--- config.mk ---
export PLATFORM = sky130hd
export DESIGN_NAME = reg_file_param_flat
export DESIGN_NICKNAME = d
export VERILOG_FILES = /design/src/rtl/reg_file_param_if.sv /design/src/rtl/reg_file_param.sv /design/src/flat_wrapper.sv
export SDC_FILE = /design/constraint.sdc
export NUM_CORES = 1
export LEC_CHECK = 0
export CORE_MARGIN = 10
export CORE_UTILIZATION = 38
export DETAILED_ROUTE_END_ITERATION = 16
export DONT_BUFFER_PORTS = 1
export HOLD_SLACK_MARGIN = 0.12
export SYNTH_ARGS = -nofsm -noshare
export SYNTH_HDL_FRONTEND = slang
export SYNTH_SLANG_ARGS = --single-unit
--- constraint.sdc ---
create_clock -name Clock -period 1.22 [get_ports Clock]
set_input_delay 0.061 -clock Clock [delete_from_list [all_inputs] [get_ports Clock]]
set_output_delay 0.061 -clock Clock [all_outputs]
set_load 0.02 [all_outputs]
--- src/rtl/reg_file_param_if.sv ---
// Bus bundle for reg_file_param: decode read/reserve ports plus the two writeback ports.
interface reg_file_param_if #(
    parameter int DATA_W   = 16,
    parameter int NUM_REGS = 4
);
    localparam int AW = $clog2(NUM_REGS);

    logic [AW-1:0]     RS;
    logic [AW-1:0]     RT;
    logic [DATA_W-1:0] ReadRS;
    logic [DATA_W-1:0] ReadRT;
    logic              BusyRS;
    logic              BusyRT;
    logic              WrEnA;
    logic [AW-1:0]     WrAddrA;
    logic [DATA_W-1:0] WrDataA;
    logic              WrEnB;
    logic [AW-1:0]     WrAddrB;
    logic [DATA_W-1:0] WrDataB;
    logic              ResvEn;
    logic [AW-1:0]     ResvAddr;

    modport master (
        output RS, RT, WrEnA, WrAddrA, WrDataA, WrEnB, WrAddrB, WrDataB, ResvEn, ResvAddr,
        input  ReadRS, ReadRT, BusyRS, BusyRT
    );

    modport slave (
        input  RS, RT, WrEnA, WrAddrA, WrDataA, WrEnB, WrAddrB, WrDataB, ResvEn, ResvAddr,
        output ReadRS, ReadRT, BusyRS, BusyRT
    );
endinterface

--- src/rtl/reg_file_param.sv ---
// Parametrised 2-read / 2-write register file with hardwired zero register,
// optional write-to-read bypass and per-register busy scoreboard bits.
module reg_file_param #(
    parameter int DATA_W   = 16,
    parameter int NUM_REGS = 4,
    parameter int ZERO_REG = 1,
    parameter int BYPASS   = 1
) (
    input  logic            Clock,
    input  logic            Reset_n,
    reg_file_param_if.slave bus
);
    localparam int AW = $clog2(NUM_REGS);

    logic [DATA_W-1:0]   regs [NUM_REGS];
    logic [NUM_REGS-1:0] busy;
    logic [NUM_REGS-1:0] busy_next;
    logic                drop_a;
    logic                drop_b;
    logic [AW-1:0]       raddr [2];
    logic [DATA_W-1:0]   rdata [2];
    logic                rbusy [2];

    assign drop_a = (ZERO_REG != 0) && (bus.WrAddrA == '0);
    assign drop_b = (ZERO_REG != 0) && (bus.WrAddrB == '0);

    // Writes retire the producer; a reserve in the same cycle belongs to a newer producer, so it wins.
    always_comb begin
        busy_next = busy;
        if (bus.WrEnA) busy_next[bus.WrAddrA] = 1'b0;
        if (bus.WrEnB) busy_next[bus.WrAddrB] = 1'b0;
        if (bus.ResvEn) busy_next[bus.ResvAddr] = 1'b1;
        if (ZERO_REG != 0) busy_next[0] = 1'b0;
    end

    // Port B is written last so the load result wins an address collision.
    always_ff @(posedge Clock or negedge Reset_n) begin
        if (!Reset_n) begin
            busy <= '0;
            for (int i = 0; i < NUM_REGS; i++) regs[i] <= '0;
        end else begin
            busy <= busy_next;
            if (bus.WrEnA && !drop_a) regs[bus.WrAddrA] <= bus.WrDataA;
            if (bus.WrEnB && !drop_b) regs[bus.WrAddrB] <= bus.WrDataB;
        end
    end

    assign raddr[0] = bus.RS;
    assign raddr[1] = bus.RT;

    // A bypassed write also hides the busy bit, since decode can consume the forwarded value now.
    always_comb begin
        for (int p = 0; p < 2; p++) begin
            logic hit_a;
            logic hit_b;
            hit_a    = (BYPASS != 0) && bus.WrEnA && (bus.WrAddrA == raddr[p]);
            hit_b    = (BYPASS != 0) && bus.WrEnB && (bus.WrAddrB == raddr[p]);
            rdata[p] = regs[raddr[p]];
            if (hit_a) rdata[p] = bus.WrDataA;
            if (hit_b) rdata[p] = bus.WrDataB;
            rbusy[p] = busy[raddr[p]] & ~(hit_a | hit_b);
            if ((ZERO_REG != 0) && (raddr[p] == '0)) begin
                rdata[p] = '0;
                rbusy[p] = 1'b0;
            end
            if (!Reset_n) begin
                rdata[p] = '0;
                rbusy[p] = 1'b0;
            end
        end
    end

    assign bus.ReadRS = rdata[0];
    assign bus.ReadRT = rdata[1];
    assign bus.BusyRS = rbusy[0];
    assign bus.BusyRT = rbusy[1];
endmodule

--- src/flat_wrapper.sv ---
// flat-port wrapper written by rule: the top's interface ports become plain ports
module reg_file_param_flat 
#(
    parameter int DATA_W   = 16,
    parameter int NUM_REGS = 4,
    parameter int ZERO_REG = 1,
    parameter int BYPASS   = 1
)
  (Clock, Reset_n, bus_RS, bus_RT, bus_WrEnA, bus_WrAddrA, bus_WrDataA, bus_WrEnB, bus_WrAddrB, bus_WrDataB, bus_ResvEn, bus_ResvAddr, bus_ReadRS, bus_ReadRT, bus_BusyRS, bus_BusyRT);
  reg_file_param_if #(.DATA_W(DATA_W), .NUM_REGS(NUM_REGS)) bus_i ();
  input  logic Clock;
  input  logic Reset_n;
  input wire logic [$bits(bus_i.RS)-1:0] bus_RS;
  input wire logic [$bits(bus_i.RT)-1:0] bus_RT;
  input wire logic [$bits(bus_i.WrEnA)-1:0] bus_WrEnA;
  input wire logic [$bits(bus_i.WrAddrA)-1:0] bus_WrAddrA;
  input wire logic [$bits(bus_i.WrDataA)-1:0] bus_WrDataA;
  input wire logic [$bits(bus_i.WrEnB)-1:0] bus_WrEnB;
  input wire logic [$bits(bus_i.WrAddrB)-1:0] bus_WrAddrB;
  input wire logic [$bits(bus_i.WrDataB)-1:0] bus_WrDataB;
  input wire logic [$bits(bus_i.ResvEn)-1:0] bus_ResvEn;
  input wire logic [$bits(bus_i.ResvAddr)-1:0] bus_ResvAddr;
  output wire logic [$bits(bus_i.ReadRS)-1:0] bus_ReadRS;
  output wire logic [$bits(bus_i.ReadRT)-1:0] bus_ReadRT;
  output wire logic [$bits(bus_i.BusyRS)-1:0] bus_BusyRS;
  output wire logic [$bits(bus_i.BusyRT)-1:0] bus_BusyRT;
  assign bus_i.RS = bus_RS;
  assign bus_i.RT = bus_RT;
  assign bus_i.WrEnA = bus_WrEnA;
  assign bus_i.WrAddrA = bus_WrAddrA;
  assign bus_i.WrDataA = bus_WrDataA;
  assign bus_i.WrEnB = bus_WrEnB;
  assign bus_i.WrAddrB = bus_WrAddrB;
  assign bus_i.WrDataB = bus_WrDataB;
  assign bus_i.ResvEn = bus_ResvEn;
  assign bus_i.ResvAddr = bus_ResvAddr;
  assign bus_ReadRS = bus_i.ReadRS;
  assign bus_ReadRT = bus_i.ReadRT;
  assign bus_BusyRS = bus_i.BusyRS;
  assign bus_BusyRT = bus_i.BusyRT;
  reg_file_param #(.DATA_W(DATA_W), .NUM_REGS(NUM_REGS), .ZERO_REG(ZERO_REG), .BYPASS(BYPASS)) u_core (.Clock(Clock), .Reset_n(Reset_n), .bus(bus_i));
endmodule
==> summary.md, run 1 <==
| Metric | Value |
|---|---|
| Outcome | `finished with violations` |
| Failing checks | `hold timing, setup timing` |
| Final hold viol count | `67` |
| Sequential share of the synthesized area | `34.3%` |
| Die width | `133 um` |
| ANT cells | `0` |
| Mapped Cells | `484` |
| CTS root buf | `clkbuf_16` |
| Final Wtd Congestion | `0.847` |
| Area delta synth->final | `38.8%` |
| Overflow after GRT | `0` |
| Min-delay worst type | `in -> async` |
| Worst Path Max Fanout | `3` |
| Initial DRC count | `421` |
| H-tree levels | `3` |
| Worst path cell trace | `mux4_2, o31ai_1, a31oi_1, buf_4` |
| Primary FF master, synth | `dfrtp_1` |
| Fraction of registers with async set/reset | `100%` |
| # nets final | `594` |
| Inst Count DP | `656` |
| CP required | `1.16 ns` |
| Min setup slack post-route | `-0.498 ns` |
| Full die area | `17800 um^2` |
| Finished Layout Cells | `724` |
| P_leak | `2.71 nW` |
| Tot GR Track Use | `20.2%` |
| Flop pwr share | `34.1%` |
| F_max | `0.582 GHz` |
| Bufs and invs on worst path | `1` |
| TritonCTS clock tree | `yes` |
| Pins over their slew limit | `0` |
| Total power | `0.00810 W` |
| GR peak layer | `met2` |
| Crit Path Class | `reg -> out` |
| Antenna Nets Post-Route | `0` |
| Unrepaired setup endpoints after global routing | `yes` |
| Post-synth cell types | `26` |
| P_sw | `0.00264 W` |
| Largest net degree at the start of global routing | `72` |
| PD cells | `1190 nW/um^2` |
| Die Y | `133 um` |
| Max incr delay on CP | `0.50 ns` |
| Period Utilization, post-route | `141%` |
| Net Sw Frac | `32.6%` |
| Mean post-synth cell area | `10.1 um^2` |
| Clock power frac | `32.1%` |
| GR Util met2 | `32.5%` |
| CP endpoint kind | `output pin` |
| Detail Placement HPWL | `12000 um` |
| IO buf count | `0` |
| Vias per inst | `6.36` |
| Core Rows | `41` |
| Syn Nets | `531` |
| Clock sinks | `67` |
| First-pass GRT wire length | `28200 um` |
| DR vias | `4606` |
| Layout cells sized above 1 | `33.3%` |
| Most frequent cells in the layout | `buf_4 (77), dfrtp_1 (67), mux2i_1 (52), dlygate4sd3_1 (38)` |
| Drt drc | `0` |
| Post-Syn Area | `4890 um^2` |
| Synth warnings | `0` |
| Commonest non-fill, non-tap cell in the layout | `buf_4` |
| Top cell family by delay on the critical path | `multiplexers` |
| Final setup fails | `34` |
| Post-detailed-routing wire length | `18100 um` |
| CP Launch Type | `register` |
| Maxcap violations | `0` |
| WL per Instance | `25.0 um` |
| Finished Core Util | `53.8%` |
| Worst-path clk slew | `0.06 ns` |
| Clk buf depth | `2` |
| Post-synthesis register bit count | `67` |
| Pint | `0.00546 W` |
| I/O pins | `81` |
| Total CTS buffers | `9` |
| Vias in the first global route | `4800` |
| VDD IR max | `0.648 mV` |
| Least-Margin Pin Slew | `1.12 ns` |
| Combinational power share | `33.8%` |
| EDFF count, synth | `0` |
| Slowest cell on the critical path | `mux4_2` |
| Worst Skew | `0 ns` |
| Worst EP arrival | `1.66 ns` |
| Antenna violations before repair | `0` |
| Worst-Skew Late Latency | `0.34 ns` |
| Met1 Resource Use GR | `25.8%` |
| Crit path time final | `1.72 ns` |
| Slew headroom | `25.4%` |
| Final setup TNS | `-12.57 ns` |
| Drt first pass iters | `5` |
| Final Hold Slack | `-0.584 ns` |
| Initial Util | `38.7%` |
| CORE AREA | `12600 um^2` |
| Met3 Resource Use GR | `5.49%` |
-- cells by family after synthesis --
logic type                count (synthesis)  synth area share (%)
AOI/OAI and AO/OA                       148                  20.2
and+or+nand+nor                         101                  10.3
muxes                                    84                  25.4
buffers and inverters                    72                  7.09
DFF                                      67                  34.3
xor gates and xnor gates                 12                  2.76
-- metal layers --
metal	share of wire, %	up-vias
met1	40	2276
met5	0	-
li1	-	2041
met2	48	246
met4	2.5	0
met3	9.4	43
-- layout make-up --
type	count	area [um^2]
clock buffer	13	280
clock inverter	3	20.0
multi-input combinational	345	3500
tap	172	215
sequential	67	1680
timing repair buffer	122	1080
inverter	2	7.51
fill	1115	5830
-- power groups by stage --
stage                     sequential [W]  combinational [W]  clock [W]
after floorplan                  0.00271            0.00178          0
after CTS                        0.00275            0.00260    0.00264
after detailed placement         0.00280            0.00225          0
after global placement           0.00276            0.00221          0
after global routing             0.00280            0.00289    0.00272
final                            0.00276            0.00274    0.00260
-- metrics by stage --
| step | hold slack (ns) | area (um^2) | setup slack (ns) |
|---|---|---|---|
| floorplan | -0.235 | 5340 | -0.00981 |
| global placement | -0.230 | 5760 | -0.239 |
| detailed placement | -0.230 | 5760 | -0.302 |
| CTS | -0.591 | 6650 | -0.492 |
| global route | -0.593 | 6790 | -0.541 |
| finish | -0.584 | 6790 | -0.498 |
-- state kept, by name, summed over array words and instances (netlist names) --
signal and count:
u_core.busy 3, u_core.regs 64
-- timing repair --
| action | in CTS | in global routing |
|---|---|---|
| pin swaps | 31 | 15 |
| setup endpoints to repair | 34 | 36 |
| gates resized for setup | 25 | 11 |
| hold endpoints to repair | 118 | 69 |
| hold buffers | 38 | 2 |
| setup buffers | 6 | 8 |
-- Yosys cell counts (5+ instances only) --
cell type	n	area, um^2
o21ai_0	18	90.1
nand2_1	21	78.8
mux4_2	32	721
o41ai_1	32	280
clkbuf_1	37	139
nand3b_1	5	37.5
o31ai_1	32	240
mux2i_1	52	521
buf_2	22	110
a31oi_1	32	200
buf_4	9	67.6
nand3_1	6	30.0
xor2_1	6	52.6
a21oi_1	32	160
nand4_1	32	200
dfrtp_1	67	1680
nor2_1	32	120
-- final timing paths --
path                                      start              end  slack (ns)  cells after the start
min in group Clock                    bus_WrEnB  u_core.regs[20]        0.16                      3
worst max-delay path            u_core.regs[15]   bus_ReadRT[15]       -0.50                      4
worst min register to register  u_core.regs[56]  u_core.regs[56]        0.40                      0
max in group asynchronous               Reset_n  u_core.regs[55]        1.71                      0
worst max register to register   u_core.regs[7]   u_core.regs[7]        0.24                      4
worst min-delay path                    Reset_n  u_core.regs[45]       -0.58                      0
No activity file was read; power rests on OpenSTA's default activity.
==> run 2, diff against run 1 <==
--- a/config.mk
+++ b/config.mk
@@ -8,3 +8,3 @@
 export CORE_MARGIN = 10
-export CORE_UTILIZATION = 38
+export CORE_UTILIZATION = 45
 export DETAILED_ROUTE_END_ITERATION = 16
--- a/constraint.sdc
+++ b/constraint.sdc
@@ -3,2 +3,2 @@
 set_output_delay 0.061 -clock Clock [all_outputs]
-set_load 0.02 [all_outputs]
+set_load 0.01 [all_outputs]
==> run 2 against run 1 <==
  * The flow still finishes with violations (hold timing, setup timing)
  * Register-to-register slack improved by 0.08 ns
  * Final cell count fell by 4.0%
  * Sequential share of layout area rose by 1.8 points
  * Die area fell by 13%
  * Sequential power barely moved
  * Hold slack got worse by 0.033 ns
  * Clock skew did not move
==> summary.md, run 2 (synthesized netlist as in run 1, its figures left out) <==
| Metric | Value |
|---|---|
| Pins over their slew limit | `0 (unchanged)` |
| Worst path cell trace | `mux4_2, o31ai_2, a31oi_1, buf_4` |
| CP endpoint kind | `output pin` |
| Period Utilization, post-route | `143% (+2.3 points)` |
| Unrepaired setup endpoints after global routing | `yes` |
| ANT cells | `0 (unchanged)` |
| Worst-Skew Late Latency | `0.36 ns (+0.02 ns)` |
| Top flop regs | `u_core.regs: 64 flops, u_core.busy: 3 flops` |
| Failing checks | `hold timing, setup timing` |
| Layout cells sized above 1 | `30.2% (-3.1 points)` |
| Area delta synth->final | `29.6%` |
| Largest net degree at the start of global routing | `72 (unchanged)` |
| Crit path time final | `1.75 ns (+0.0281 ns)` |
| VDD IR max | `0.656 mV (+1.1%)` |
| Min-delay worst type | `in -> async` |
| Max incr delay on CP | `0.51 ns (about the same)` |
| Reg area | `1680 um^2 (unchanged)` |
| Clk buf depth | `2 (unchanged)` |
| Total power | `0.00714 W (-12%)` |
| Maxcap violations | `0 (unchanged)` |
| Drt drc | `0 (unchanged)` |
| Final instance area | `6330 um^2 (-6.6%)` |
| Least-Margin Pin Slew | `0.584 ns (-0.534 ns)` |
| Die Y | `124 um (-6.9%)` |
| Slowest cell on the critical path | `mux4_2` |
| IO buf count | `0 (unchanged)` |
| Crit Path Class | `reg -> out` |
| CORE AREA | `10500 um^2 (-17%)` |
| Min setup slack post-route | `-0.527 ns (-0.0281 ns)` |
| Final setup fails | `34 (unchanged)` |
| F_max | `0.573 GHz (-1.6%)` |
| Biggest register | `u_core.regs` |
| Worst-path clk slew | `0.08 ns (+0.02 ns)` |
| Antenna Nets Post-Route | `0 (unchanged)` |
| Max FFs per register | `64 (unchanged)` |
| Clock sinks | `67 (unchanged)` |
| Tot GR Track Use | `22.0% (+1.7 points)` |
| I/O pins | `81 (unchanged)` |
| WL per Instance | `25.8 um (+3.3%)` |
| R2R setup slack | `0.32 ns (+0.08 ns)` |
| DR vias | `4665 (+1.3%)` |
| Die width | `124 um (-6.9%)` |
| Vias in the first global route | `4585 (-4.5%)` |
| Initial Util | `46.7% (+8.0 points)` |
| Placed Area | `5290 um^2 (-8.2%)` |
| Overflow after GRT | `0 (unchanged)` |
| Worst Skew | `0 ns (unchanged)` |
| Full die area | `15400 um^2 (-13%)` |
| Outcome | `finished with violations` |
| TritonCTS clock tree | `yes` |
| Slew headroom | `60.5% (+35 points)` |
| Pre-CTS setup slack | `-0.113 ns (+0.189 ns)` |
| Final hold viol count | `67 (unchanged)` |
| Core Rows | `37 (-9.8%)` |
| Most frequent cells in the layout | `buf_4 (83), dfrtp_1 (67), mux2i_1 (52), dlygate4sd3_1 (38)` |
| P_leak | `2.69 nW (-0.91%)` |
| Final Hold Slack | `-0.617 ns (-0.0328 ns)` |
| Worst Path Max Fanout | `3 (unchanged)` |
| CTS root buf | `clkbuf_8` |
| Initial DRC count | `539 (+28%)` |
| Post-detailed-routing wire length | `17900 um (-0.82%)` |
| H-tree levels | `3 (unchanged)` |
| Commonest non-fill, non-tap cell in the layout | `buf_4` |
| Final Wtd Congestion | `0.881 (+4.0%)` |
| Detail Placement HPWL | `11200 um (-6.4%)` |
| FF-to-FF path depth | `3 (-1)` |
| PD cells | `1130 nW/um^2 (-5.6%)` |
| First-pass GRT wire length | `27300 um (-3.1%)` |
| Antenna violations before repair | `0 (unchanged)` |
| Final setup TNS | `-14.26 ns (-1.69 ns)` |
| Drt first pass iters | `5 (unchanged)` |
| CP Launch Type | `register` |
| Total CTS buffers | `9 (unchanged)` |
| Vias per inst | `6.71 (+5.5%)` |
| Multi-input logic area | `3160 um^2 (-9.8%)` |
| Worst EP arrival | `1.69 ns (+0.03 ns)` |
| CP required | `1.16 ns (about the same)` |
| # nets final | `601 (+1.2%)` |
| Layout fillers | `902 (-19%)` |
[run 2: per-layer routing]
layer	part of all wire (%)	vias up	wire (um)	global-route usage (%)
met4	3.2	0	571	7.50
met2	50	258	8940	36.4
met5	0	-	0	0
met3	8.2	57	1470	6.20
li1	-	2057	-	-
met1	39	2293	6970	26.7
[run 2: through the flow]
stage	util (%)	instances
after floorplan	-	484
after detailed placement	50.5	617
after global placement	50.5	617
final	60.5	695
after CTS	57.9	680
after global routing	60.5	695
[run 2: where the power goes]
group          leakage [nW]  internal (W)  switching (W)  total, W
logic                  1.78       0.00129        0.00121   0.00250
clock network        0.0947       0.00100       0.000889   0.00189
registers             0.815       0.00252       0.000223   0.00275
total                  2.69       0.00482        0.00232   0.00714
[run 2: path summary, 6_finish.rpt]
kind / start / endpoint
worst max-delay path: u_core.regs[0] / bus_ReadRS[0]
worst min-delay path: Reset_n / u_core.regs[55]
worst max register to register: u_core.regs[15] / u_core.regs[15]
worst min register to register: u_core.regs[52] / u_core.regs[52]
max in group asynchronous: Reset_n / u_core.busy[2]
min in group Clock: bus_WrAddrB[1] / u_core.regs[17]
[run 2: repair_timing]
action | 4_1_cts | 5_1_grt
setup endpoints to repair | 34 | 35
hold buffers | 38 | 3
pin swaps | 34 | 21
endpoints found under the hold margin | 118 | 69
resized for setup | 27 | 23
buffers inserted | 9 | 13
[run 2: cell type report]
class | instances | share of cell area (%)
multi-input combinational | 345 | 49.9
sequential | 67 | 26.5
tap | 136 | 2.69
timing repair buffer | 129 | 17.9
clock inverter | 2 | 0.553
inverter | 2 | 0.119
clock buffer | 14 | 2.41
[run 2: worst max-delay path, delay by kind of cell (launching register included)]
kind,cells,cell delay [ns]
AO/OA/AOI/OAI,2,0.25
multiplexers,1,0.51
buffers and inverters,1,0.18
flip-flops,1,0.39
